File: src/rtl/dmem_lsu_pkg.sv
// Shared op/select codes, state encoding and small decode helpers for the
// data-memory load/store unit.
package dmem_lsu_pkg;

  localparam logic [2:0] OP_B  = 3'b000;
  localparam logic [2:0] OP_H  = 3'b001;
  localparam logic [2:0] OP_W  = 3'b010;
  localparam logic [2:0] OP_BU = 3'b100;
  localparam logic [2:0] OP_HU = 3'b101;

  localparam logic [2:0] SEL_B = 3'b100;
  localparam logic [2:0] SEL_H = 3'b010;
  localparam logic [2:0] SEL_W = 3'b001;

  typedef enum logic [1:0] {
    ST_IDLE   = 2'd0,
    ST_ACC    = 2'd1,
    ST_RMW_WR = 2'd2,
    ST_RESP   = 2'd3
  } state_e;

  // dmem sub-word writes land in the low lanes only, so any other lane needs RMW
  function automatic logic needs_rmw(input logic [2:0] op, input logic [1:0] off);
    logic r;
    case (op)
      OP_B:    r = (off != 2'd0);
      OP_H:    r = off[1];
      default: r = 1'b0;
    endcase
    return r;
  endfunction

  function automatic logic [2:0] store_sel(input logic [2:0] op);
    logic [2:0] s;
    case (op)
      OP_B:    s = SEL_B;
      OP_H:    s = SEL_H;
      default: s = SEL_W;
    endcase
    return s;
  endfunction

  function automatic logic op_illegal(input logic we, input logic [2:0] op,
                                      input logic [1:0] off);
    logic r;
    case (op)
      OP_B:    r = 1'b0;
      OP_H:    r = off[0];
      OP_W:    r = (off != 2'd0);
      OP_BU:   r = we;
      OP_HU:   r = we | off[0];
      default: r = 1'b1;
    endcase
    return r;
  endfunction

endpackage

File: src/rtl/dmem_lsu_lane.sv
// Combinational lane logic: load extract/extend and store merge into a word.
module lsu_lane
  import dmem_lsu_pkg::*;
(
  input  logic [2:0]  op_i,
  input  logic [1:0]  off_i,
  input  logic [31:0] word_i,
  input  logic [31:0] wdata_i,
  output logic [31:0] load_o,
  output logic [31:0] merge_o
);

  logic [7:0]  byte_s;
  logic [15:0] half_s;

  // Load path: pick the addressed lane and extend it
  always_comb begin
    byte_s = 8'd0;
    case (off_i)
      2'd0:    byte_s = word_i[7:0];
      2'd1:    byte_s = word_i[15:8];
      2'd2:    byte_s = word_i[23:16];
      2'd3:    byte_s = word_i[31:24];
      default: byte_s = 8'd0;
    endcase
    half_s = off_i[1] ? word_i[31:16] : word_i[15:0];
    case (op_i)
      OP_B:    load_o = {{24{byte_s[7]}}, byte_s};
      OP_BU:   load_o = {24'd0, byte_s};
      OP_H:    load_o = {{16{half_s[15]}}, half_s};
      OP_HU:   load_o = {16'd0, half_s};
      OP_W:    load_o = word_i;
      default: load_o = 32'd0;
    endcase
  end

  // Store path: overwrite the addressed lane(s) of the fetched word
  always_comb begin
    merge_o = word_i;
    case (op_i)
      OP_B: begin
        case (off_i)
          2'd0:    merge_o[7:0]   = wdata_i[7:0];
          2'd1:    merge_o[15:8]  = wdata_i[7:0];
          2'd2:    merge_o[23:16] = wdata_i[7:0];
          2'd3:    merge_o[31:24] = wdata_i[7:0];
          default: merge_o = word_i;
        endcase
      end
      OP_H: begin
        if (off_i[1]) begin
          merge_o[31:16] = wdata_i[15:0];
        end else begin
          merge_o[15:0] = wdata_i[15:0];
        end
      end
      OP_W:    merge_o = wdata_i;
      default: merge_o = word_i;
    endcase
  end

endmodule

File: src/rtl/dmem_lsu.sv
// Load/store unit driving a word-indexed dmem; sub-word stores to non-zero
// lanes are performed as a read-modify-write. All dm_* outputs are registered.
module dmem_lsu
  import dmem_lsu_pkg::*;
#(
  parameter int AW = 10
) (
  input  logic        clk,
  input  logic        rst_n,
  input  logic        req_valid,
  output logic        req_ready,
  input  logic        req_we,
  input  logic [2:0]  req_op,
  input  logic [31:0] req_addr,
  input  logic [31:0] req_wdata,
  output logic        resp_valid,
  input  logic        resp_ready,
  output logic [31:0] resp_rdata,
  output logic        resp_err,
  output logic        dm_ena,
  output logic        dm_w,
  output logic        dm_r,
  output logic [2:0]  dm_sel,
  output logic [31:0] dm_addr,
  output logic [31:0] dm_wdata,
  input  logic [31:0] dm_rdata
);

  state_e      state_q, state_d;
  logic        we_q, we_d;
  logic [2:0]  op_q, op_d;
  logic [1:0]  off_q, off_d;
  logic [31:0] wdata_q, wdata_d;
  logic        resp_valid_q, resp_valid_d;
  logic [31:0] resp_rdata_q, resp_rdata_d;
  logic        resp_err_q, resp_err_d;
  logic        dm_ena_q, dm_ena_d, dm_w_q, dm_w_d, dm_r_q, dm_r_d;
  logic [2:0]  dm_sel_q, dm_sel_d;
  logic [31:0] dm_addr_q, dm_addr_d, dm_wdata_q, dm_wdata_d;

  logic        req_illegal_s;
  logic [31:0] req_word_s;
  logic [31:0] load_s, merge_s;

  assign req_illegal_s = op_illegal(req_we, req_op, req_addr[1:0]) |
                         ((req_addr >> (AW + 2)) != 32'd0);
  assign req_word_s    = {{(32 - AW){1'b0}}, req_addr[AW+1:2]};

  lsu_lane u_lane (
    .op_i    (op_q),
    .off_i   (off_q),
    .word_i  (dm_rdata),
    .wdata_i (wdata_q),
    .load_o  (load_s),
    .merge_o (merge_s)
  );

  // Next-state and next-output decode; dm_* are computed for the state being entered
  always_comb begin
    state_d      = state_q;
    we_d         = we_q;
    op_d         = op_q;
    off_d        = off_q;
    wdata_d      = wdata_q;
    resp_valid_d = resp_valid_q;
    resp_rdata_d = resp_rdata_q;
    resp_err_d   = resp_err_q;
    dm_ena_d     = 1'b0;
    dm_w_d       = 1'b0;
    dm_r_d       = 1'b0;
    dm_sel_d     = 3'b000;
    dm_addr_d    = 32'd0;
    dm_wdata_d   = 32'd0;
    case (state_q)
      ST_IDLE: begin
        if (req_valid) begin
          we_d    = req_we;
          op_d    = req_op;
          off_d   = req_addr[1:0];
          wdata_d = req_wdata;
          if (req_illegal_s) begin
            state_d      = ST_RESP;
            resp_valid_d = 1'b1;
            resp_err_d   = 1'b1;
            resp_rdata_d = 32'd0;
          end else begin
            state_d   = ST_ACC;
            dm_ena_d  = 1'b1;
            dm_addr_d = req_word_s;
            if (req_we && !needs_rmw(req_op, req_addr[1:0])) begin
              dm_w_d     = 1'b1;
              dm_sel_d   = store_sel(req_op);
              dm_wdata_d = req_wdata;
            end else begin
              dm_r_d   = 1'b1;
              dm_sel_d = SEL_W;
            end
          end
        end else begin
          state_d = ST_IDLE;
        end
      end
      ST_ACC: begin
        if (!we_q) begin
          state_d      = ST_RESP;
          resp_valid_d = 1'b1;
          resp_rdata_d = load_s;
        end else if (needs_rmw(op_q, off_q)) begin
          // merged word is held in dm_wdata for the write-back cycle
          state_d    = ST_RMW_WR;
          dm_ena_d   = 1'b1;
          dm_w_d     = 1'b1;
          dm_sel_d   = SEL_W;
          dm_addr_d  = dm_addr_q;
          dm_wdata_d = merge_s;
        end else begin
          state_d      = ST_RESP;
          resp_valid_d = 1'b1;
          resp_rdata_d = 32'd0;
        end
      end
      ST_RMW_WR: begin
        state_d      = ST_RESP;
        resp_valid_d = 1'b1;
        resp_rdata_d = 32'd0;
      end
      ST_RESP: begin
        if (resp_ready) begin
          state_d      = ST_IDLE;
          resp_valid_d = 1'b0;
          resp_rdata_d = 32'd0;
          resp_err_d   = 1'b0;
        end else begin
          state_d = ST_RESP;
        end
      end
      default: begin
        state_d = ST_IDLE;
      end
    endcase
  end

  // State and output registers; reset abandons any access in flight
  always_ff @(posedge clk or negedge rst_n) begin
    if (!rst_n) begin
      state_q      <= ST_IDLE;
      we_q         <= 1'b0;
      op_q         <= 3'b000;
      off_q        <= 2'b00;
      wdata_q      <= 32'd0;
      resp_valid_q <= 1'b0;
      resp_rdata_q <= 32'd0;
      resp_err_q   <= 1'b0;
      dm_ena_q     <= 1'b0;
      dm_w_q       <= 1'b0;
      dm_r_q       <= 1'b0;
      dm_sel_q     <= 3'b000;
      dm_addr_q    <= 32'd0;
      dm_wdata_q   <= 32'd0;
    end else begin
      state_q      <= state_d;
      we_q         <= we_d;
      op_q         <= op_d;
      off_q        <= off_d;
      wdata_q      <= wdata_d;
      resp_valid_q <= resp_valid_d;
      resp_rdata_q <= resp_rdata_d;
      resp_err_q   <= resp_err_d;
      dm_ena_q     <= dm_ena_d;
      dm_w_q       <= dm_w_d;
      dm_r_q       <= dm_r_d;
      dm_sel_q     <= dm_sel_d;
      dm_addr_q    <= dm_addr_d;
      dm_wdata_q   <= dm_wdata_d;
    end
  end

  assign req_ready  = (state_q == ST_IDLE);
  assign resp_valid = resp_valid_q;
  assign resp_rdata = resp_rdata_q;
  assign resp_err   = resp_err_q;
  assign dm_ena     = dm_ena_q;
  assign dm_w       = dm_w_q;
  assign dm_r       = dm_r_q;
  assign dm_sel     = dm_sel_q;
  assign dm_addr    = dm_addr_q;
  assign dm_wdata   = dm_wdata_q;

endmodule

File: config.mk
export PLATFORM = sky130hd
export DESIGN_NAME = dmem_lsu
export DESIGN_NICKNAME = d
export VERILOG_FILES = /design/src/rtl/dmem_lsu_pkg.sv /design/src/rtl/dmem_lsu_lane.sv /design/src/rtl/dmem_lsu.sv
export SDC_FILE = /design/constraint.sdc
export NUM_CORES = 1
export LEC_CHECK = 0
export CORE_UTILIZATION = 41
export DETAILED_ROUTE_END_ITERATION = 6
export GPL_TIMING_DRIVEN = 0
export PLACE_DENSITY = 0.75
export SYNTH_ARGS = -nofsm -noshare
export SYNTH_HDL_FRONTEND = slang
export SYNTH_SLANG_ARGS = --single-unit
export TNS_END_PERCENT = 30
File: constraint.sdc
create_clock -name clk -period 2 [get_ports clk]
set_clock_uncertainty 0.1 [all_clocks]
set_input_delay 0.2 -clock clk [delete_from_list [all_inputs] [get_ports clk]]
set_output_delay 0.2 -clock clk [all_outputs]
set_load 0.02 [all_outputs]
* Word level (Yosys, flattened, before mapping) *
Cells that the tools add are included.
W data, S select, Z words.

storage, ports and cells
  register bits = 144
  input bits = 104
  output and inout port bits = 105

cells by class
  bitwise gates (word level) = 2
  reductions and logical operators = 13
  multiplexer cells = 67
  equal/unequal tests = 18

operators by type and width
  cell                  count
  $mux W32              11
  $pmux W32 S5          1
  $pmux W32 S2          2
  $pmux W32 S4          1
  $pmux W32 S3          1
  $mux W16              3
  $mux W8               4
  $pmux W8 S4           1
  $reduce_bool A32 Y1   1
  $mux W1               25
  $mux W10              2
  $eq A3 B3 Y1 const B  4
  $pmux W3 S2           2
  $pmux W1 S2           5
  $mux W3               3
  $eq A2 B2 Y1 const B  4
  $pmux W2 S4           1
  $reduce_and A4 Y1     2
  $eq A3 B1 Y1 const B  2
  $eq A3 B2 Y1 const B  2
  $logic_not A3 Y1      2
  $mux W2               3
  $reduce_bool A2 Y1    3
  $pmux W1 S5           1
  other kinds (10)      14

* Depth between registers and ports, before layout *
Gate-level depths: netlist of the first run.

  word-level depth = 12
  gate-level depth with buffers = 8

* By module *
A second synthesis of the first run with hierarchy kept.

unflattened totals
  cell total of the unflattened synthesis = 665
  area, all modules = 6,299.8 um^2

by module, submodules not included
  module    sequential area each (um^2)  area each (um^2)  cells an instance  times used
  dmem_lsu  3,052.9                      4,760.8           443                1
  lsu_lane  0.0                          1,539.0           222                1

* Worst setup path after synthesis of the first run *
No wires, ideal clock.

  kind = register -> register
  start point = reg off_q[0]
  end point = reg resp_rdata_q[23] (netlist: resp_rdata[23])
  slack = 20 ps
  cell stages (with the launch flop) = 8
  period minus slack after synthesis = 1,980 ps
  data arrival time = 1,751 ps
  data required time = 1,770 ps
  path through = dfrtp_1 -> mux4_2 -> and3b_1 -> buf_6 -> a31o_4 -> buf_6 -> a21oi_1 -> o2bb2ai_1

between the ends
  word-level cells in the longest chain between the ends = 6
  elaborated cells on any way between the ends = 14
  classes of those cells = eq/ne: 4; mux: 7; reduce/logical: 3

ends and longest elaborated chain
  what                                                  line             source
  start, declared                                       dmem_lsu.sv:32   logic [1:0] off_q, off_d;
  start signal, assigned                                dmem_lsu.sv:149  off_q <= 2'b00;
  start signal, assigned                                dmem_lsu.sv:164  off_q <= off_d;
  branches (longest 6 deep; another with $pmux W32 S5)  -
  end signal, assigned                                  dmem_lsu.sv:167  resp_rdata_q <= resp_rdata_d;
  end, declared                                         dmem_lsu.sv:35   logic [31:0] resp_rdata_q, resp_rdata_d;

Parallel ways; which one is timed is not known. The select of a mux whose other input is x is not followed.
A chain may end at the register's enable or synchronous reset.

* Worst setup path in the final report of the first run *
  start point = reg off_q[0]
  end point = reg resp_rdata_q[16] (netlist: resp_rdata[16])

The elaborated chain is that of the path after synthesis.

==> flow_summary.ini, run 1 <==
[power]
net-switching-power_w = 0.00501
pwr-share-seq_pct = 29.9
power.combinational.fraction_pct = 45.6
fin_total_pwr_w = 0.0128
p_int_w = 0.00776
power.leakage_nw = 4.00
irDropWorstVdd_v = 0.000823
power_switching_share_pct = 39.2
clockPowerShare_pct = 24.5
p_per_area_mw_per_mm2 = 1430

[routing]
detailroute.wirelength.met3_mm = 1.86
top_layer = met4
drt_drc_violations_left = 0
drt-total-wl_mm = 20.9
met1Wirelength_mm = 8.61
postRouteAntennaNets = 0
detailedRoute.firstIterationViolations = 654
drt-vias-per-instance = 5.69
dr_total_vias = 5689
first_pass_drt_iterations = 6
wire_per_inst_um = 21.0
met2RoutedLength_mm = 9.76

[critical_path]
cp_top_family = multiplexers
cp.depth = 6
cp_data_arrival_time_ns = 2.24
timing.critical_path.buf_inv = 1
timing.critical_path.to_type = flop
worst-r2r-cell-count = 6
worstPathRequired_ns = 2.20
sort_of_element_at_the_start_of_the_critical_path = flop
critical_path.max_stage_delay_ns = 0.52
critical_path.max_fanout = 6
path_class = flop to flop
rrSetupSlack_ns = -0.04
timing.critical_path.cells = mux4_2, and3b_2, a31o_4, buf_6, a21oi_4, o2bb2ai_2
slowest_stage = mux4_2

[cts]
inserted_clock_buffers = 17
cts.sink_count = 122
tritoncts = built
clkSlewWorstSetupHoldPaths_ns = 0.05
clock_tree.htree_level_count = 4
cts_max_path_buffers = 2
clock_latency_ns = 0.42
ctsRootBufferMaster = clkbuf_16

[final_layout]
utilization_pct = 66.5
post_layout_nonfiller_instances = 999
antennaDiodeCount = 0
layout-drive-gt1-share_pct = 19.1
post_layout_net_count = 915
layout-area-overhead-vs-synth_pct = 56.2

[sta]
report.final.setup_viol = 6
fin_crit_ns = 2.04
post-route-period-util_pct = 102
grt_setup_unrepaired = yes
slew_viol_final = 0
slew_of_the_pin_with_the_lowest_slew_margin_ns = 0.599
max-slew-margin-rel_pct = 60.1
worst_hold_slack_ns = 0.233
fmax_mhz = 491
setup_ws_ns = -0.0369
timing_hold_violations_final = 0

[flow_run]
max_cap_violations = 0

[logic_synthesis]
synthArstFlopShare_pct = 100
ys.warnings.count = 0
synth.top_cells.by_area = dfrtp_1 (53%), nand2_1 (9.4%), o2bb2ai_1 (4.7%)
ys_seq_area_share_pct = 53.3
most_common_library_cells_after_synthesis = nand2_1 (144), dfrtp_1 (122), o22ai_1 (33), clkbuf_1 (31), o2bb2ai_1 (31)
avgSynthCellArea_um2 = 9.93
synth.cell_area_mm2 = 0.00573
ys_types = 42
synth_enable_flop_cells = 0
dominantRegCellSynth = dfrtp_1
synth-seq-cells = 122
count_of_mapped_cells_out_of_synthesis = 577
yosys.area.top_type = dfrtp_1
post-synth-top-count-cell = nand2_1
synth_top_area_share_pct = 53.3

[global_routing]
antenna_violations_before_repair = 0
globalRoute.totalOverflow = 0
global_route_wire_length_before_repair_mm = 31.9
grt_util_all_layers_pct = 29.7
number_of_global_route_vias_before_repair = 5735
grt_start_max_net_pins = 63

[place]
gp_routability_congestion = 0.898
port_buffer_count = 186
post-place-cells = 961
dpl.hpwl_mm = 15.0

[floorplanning]
rows = 42
design.die.area_mm2 = 0.0145
die_w_um = 120
floorplan.core_area_mm2 = 0.0135
initial_core_util_pct = 42.6
number_of_placed_i_o_pins = 209
die_height_um = 120

[hold_path]
min_path_type = input port to async pin

[status]
status = complete, but fails checks
failed_checks = negative setup slack
-- layout make-up --
| type | instances | area, um2 |
|---|---|---|
| fillers | 1054 | 4500 |
| flip-flops and latches | 122 | 3060 |
| multi-input cells | 407 | 2630 |
| repair buffers | 202 | 2040 |
| clock buffers | 23 | 478 |
| plain buffers | 57 | 388 |
| well taps | 176 | 220 |
| clock inverters | 8 | 118 |
| inverters | 4 | 15.0 |
-- routing by layer --
metal / vias to the layer above / GRT usage (%)
met3: 53 / 7.55
met5: - / 0
met4: 0 / 12.3
met1: 2775 / 39.1
li1: 2548 / -
met2: 313 / 46.7
-- cell usage in the layout (no fill, tap or decap), types with 3 or more instances in the layout --
cell,netlist,routed
a21o_1,4,3
a21oi_1,22,13
a21oi_2,8,11
a21oi_4,0,6
a221oi_1,17,10
a221oi_2,0,7
a222oi_1,21,21
a22o_1,11,11
a22oi_1,8,8
and3_1,11,11
buf_2,9,6
buf_4,22,32
buf_6,2,9
bufinv_16,0,3
clkbuf_1,31,9
clkbuf_16,0,17
clkbuf_2,0,13
clkbuf_4,0,3
clkbuf_8,0,3
clkdlybuf4s50_1,0,184
clkinv_2,0,4
conb_1,1,22
dfrtp_1,122,118
dfrtp_2,0,4
inv_1,4,4
mux2_2,8,8
nand2_1,144,142
nor2_1,20,18
nor2b_1,7,3
nor2b_4,0,3
nor3_1,6,4
nor4_1,5,5
o21ai_0,4,4
o22ai_1,33,33
o2bb2ai_1,31,26
o2bb2ai_2,0,5
-- power by group through the flow --
| stage | Sequential [W] | Combinational, W | Clock (W) |
|---|---|---|---|
| after floorplan | 0.00386 | 0.00278 | 0 |
| after global placement | 0.00374 | 0.00466 | 0 |
| after detailed placement | 0.00374 | 0.00476 | 0 |
| after CTS | 0.00376 | 0.00536 | 0.00314 |
| after global routing | 0.00388 | 0.00622 | 0.00327 |
| final | 0.00381 | 0.00583 | 0.00313 |
-- logic make-up after synthesis --
family                 share of synthesized area (%)
AOI/OAI and AO/OA                               23.1
buffers and inverters                           6.42
muxes                                           2.14
and+or+nand+nor                                 15.0
other                                         0.0655
DFF                                             53.3
-- worst register-to-register path, stage by stage (launching register included) --
cell       delay, ns
dfrtp_2         0.41
mux4_2          0.52
and3b_2         0.24
a31o_4          0.28
buf_6           0.15
a21oi_4         0.13
o2bb2ai_2       0.09
-- worst paths after layout --
| check | startpoint | end |
|---|---|---|
| max | off_q[0] | resp_rdata[16] |
| min | rst_n | wdata_q[30] |
| max reg2reg | off_q[0] | resp_rdata[16] |
| min reg2reg | wdata_q[31] | wdata_q[31] |
| max in group asynchronous | rst_n | resp_rdata[29] |
| min in group clk | req_wdata[25] | wdata_q[25] |
-- what timing repair did --
action                                  4_1_cts  5_1_grt
resized for setup                            56       62
endpoints found under the setup margin      107       91
hold endpoints to repair                     61        0
setup buffers                                 7        5
pin swaps                                    17       14
hold buffers                                  1        0
gates cloned                                  1        1
-- stage by stage --
step / setup TNS (ns) / setup WS [ns] / area, um2
2_1_floorplan: 0 / 0.0196 / 5810
3_3_place_gp: -506.97 / -3.94 / 7890
3_5_place_dp: -30.56 / -0.499 / 7920
4_1_cts: -1.27 / -0.101 / 8770
5_1_grt: -1.16 / -0.0718 / 8950
6_report: -0.0844 / -0.0369 / 8950
-- state kept, by name, summed over array words and instances (netlist names), 2 cells and up --
register,cells
op_q,3
wdata_q,32
resp_rdata,32
dm_addr,10
dm_sel,3
off_q,2
state_q,2
dm_wdata,32
Power figures use the tool's default switching activity.
==> inputs of run 2 (changes only) <==
CORE_ASPECT_RATIO = 0.5   (was unset)
CORE_UTILIZATION = 42   (was 41)
PLACE_DENSITY = 0.74   (was 0.75)
SYNTH_HIERARCHICAL = 1   (was unset)
==> flow_summary.ini, run 2 <==
[hold_path]
min_path_type = input port to async pin

[critical_path]
timing.critical_path.to_type = flop
path_class = flop to flop
critPathCapture = dm_wdata[3]
cp_data_arrival_time_ns = 2.28
rrSetupSlack_ns = -0.04
critical_path.max_fanout = 10
critical_path.startpoint = op_q[0]
worstPathRequired_ns = 2.24
worst-r2r-cell-count = 7
r2r-end = dm_wdata[3]
sort_of_element_at_the_start_of_the_critical_path = flop
worstReg2RegStart = op_q[0]

[logic_synthesis]
synth_top_area_share_pct = 48.5
synth_enable_flop_cells = 0
dominantRegCellSynth = dfrtp_1
count_of_mapped_cells_out_of_synthesis = 665
synthArstFlopShare_pct = 100
synth.cell_area_mm2 = 0.00630
ys_seq_area_share_pct = 48.5
ys_types = 53
ys.warnings.count = 6
synth.top_cells.by_area = dfrtp_1 (48%), nand2_1 (10%), a22o_1 (4.4%)
post-synth-top-count-cell = nand2_1
synth-seq-cells = 122
most_common_library_cells_after_synthesis = nand2_1 (167), dfrtp_1 (122), o21ai_0 (38), a22o_1 (32), buf_4 (29)
yosys.area.top_type = dfrtp_1
avgSynthCellArea_um2 = 9.47

[routing]
drt-total-wl_mm = 21.5
drt-vias-per-instance = 5.52
postRouteAntennaNets = 0
dr_total_vias = 6181
detailedRoute.firstIterationViolations = 600
wire_per_inst_um = 19.2
first_pass_drt_iterations = 6
drt_drc_violations_left = 0

[sta]
report.final.setup_viol = 13
post-route-period-util_pct = 102
slew_viol_final = 0
max-slew-margin-rel_pct = 53.9
timing_hold_violations_final = 0
slew_of_the_pin_with_the_lowest_slew_margin_ns = 0.691
setup_ws_ns = -0.0402
fmax_mhz = 490
grt_setup_unrepaired = yes
fin_crit_ns = 2.04

[final_layout]
antennaDiodeCount = 0
final_cell_mix = clkdlybuf4s50_1 (184), nand2_1 (167), dfrtp_1 (120), buf_4 (38), o21ai_0 (36)
post_layout_net_count = 1013
layout-drive-gt1-share_pct = 16.9
layout-area-overhead-vs-synth_pct = 48.8
layout.cells.most_common = clkdlybuf4s50_1
post_layout_nonfiller_instances = 1120

[power]
p_per_area_mw_per_mm2 = 1410
fin_total_pwr_w = 0.0132
power.leakage_nw = 4.24
irDropWorstVdd_v = 0.000624

[floorplanning]
die_w_um = 175
rows = 31
design.die.area_mm2 = 0.0155
die_height_um = 88.6
initial_core_util_pct = 43.3
floorplan.core_area_mm2 = 0.0145
number_of_placed_i_o_pins = 209

[cts]
tritoncts = built
clock_latency_ns = 0.42
clkSlewWorstSetupHoldPaths_ns = 0.06
clock_tree.htree_level_count = 4
ctsRootBufferMaster = clkbuf_16
cts.sink_count = 122
cts_max_path_buffers = 2
inserted_clock_buffers = 17

[place]
port_buffer_count = 186
post-place-cells = 1071
pre_cts_ws_ns = -0.511
gp_routability_congestion = 0.930
dpl.hpwl_mm = 16.1

[status]
status = complete, but fails checks
failed_checks = negative setup slack

[flow_run]
max_cap_violations = 0

[global_routing]
global_route_wire_length_before_repair_mm = 32.4
grt_util_all_layers_pct = 27.9
antenna_violations_before_repair = 0
grt_start_max_net_pins = 80
globalRoute.totalOverflow = 0
number_of_global_route_vias_before_repair = 5941
-- run 2: routing by layer --
layer / GRT usage [%] / wire, um / up-vias
met1: 36.6 / 9330 / 2986
met4: 7.59 / 335 / 0
met3: 9.92 / 2160 / 38
met5: 0 / 0 / -
li1: - / - / 2830
met2: 44.1 / 9670 / 327
-- run 2: how the worst min path moves through the flow --
stage | slack [ns] | depth (start not counted) | to | from
after floorplan | -0.20 | 0 | dm_addr[0] | rst_n
after global placement | 0.35 | 2 | wdata_q[22] | wdata_q[22]
after detailed placement | 0.04 | 1 | resp_rdata[21] | rst_n
after CTS | 0.17 | 2 | resp_rdata[21] | rst_n
after global routing | 0.21 | 2 | resp_rdata[21] | rst_n
final | 0.16 | 2 | resp_rdata[21] | rst_n
-- run 2: area by class of cell --
type | instances | area, um2
plain buffers | 71 | 483
clock buffers | 21 | 450
clock inverters | 11 | 121
fillers | 1190 | 5170
inverters | 14 | 52.6
multi-input cells | 479 | 2930
flip-flops and latches | 122 | 3060
well taps | 198 | 248
repair buffers | 204 | 2040
-- run 2: logic make-up after synthesis --
logic type             share of synthesized area, %
flip-flops                                     48.5
multiplexers                                   4.47
other                                        0.0595
AO/OA/AOI/OAI                                  21.7
AND/OR/NAND/NOR                                17.6
buffers and inverters                          7.73
-- run 2: worst max-delay path, stage by stage (launching register included) --
cell and delay, ns:
dfrtp_1 0.40, buf_4 0.14, nor2b_1 0.21, o2111ai_4 0.19, nor2_2 0.33, clkbuf_2 0.34, nand2_1 0.15, o21ai_1 0.10
-- run 2: timing repair --
item,CTS,global route
setup endpoints to repair,75,65
pin swaps,1,7
gates resized for setup,13,40
cloned,0,2
endpoints found under the hold margin,43,0
setup buffers,3,12
hold buffers,1,0
-- run 2: power by group --
part,leakage [nW],switching (W),internal (W)
Sequential,1.63,0.000601,0.00316
Clock,0.277,0.00117,0.00186
Combinational,2.34,0.00363,0.00283
Total,4.24,0.00540,0.00785
-- run 2: through the flow --
step / area, um2 / setup TNS (ns) / utilization, % / hold slack, ns
3_5_place_dp: 8520 / -31.90 / 58.6 / 0.0408
6_report: 9380 / -0.162 / 64.5 / 0.158
2_1_floorplan: 6380 / 0 / - / -0.196
5_1_grt: 9380 / -2.27 / 64.5 / 0.212
3_3_place_gp: 8490 / -525.88 / 58.4 / 0.351
4_1_cts: 9160 / -2.17 / 63.0 / 0.173
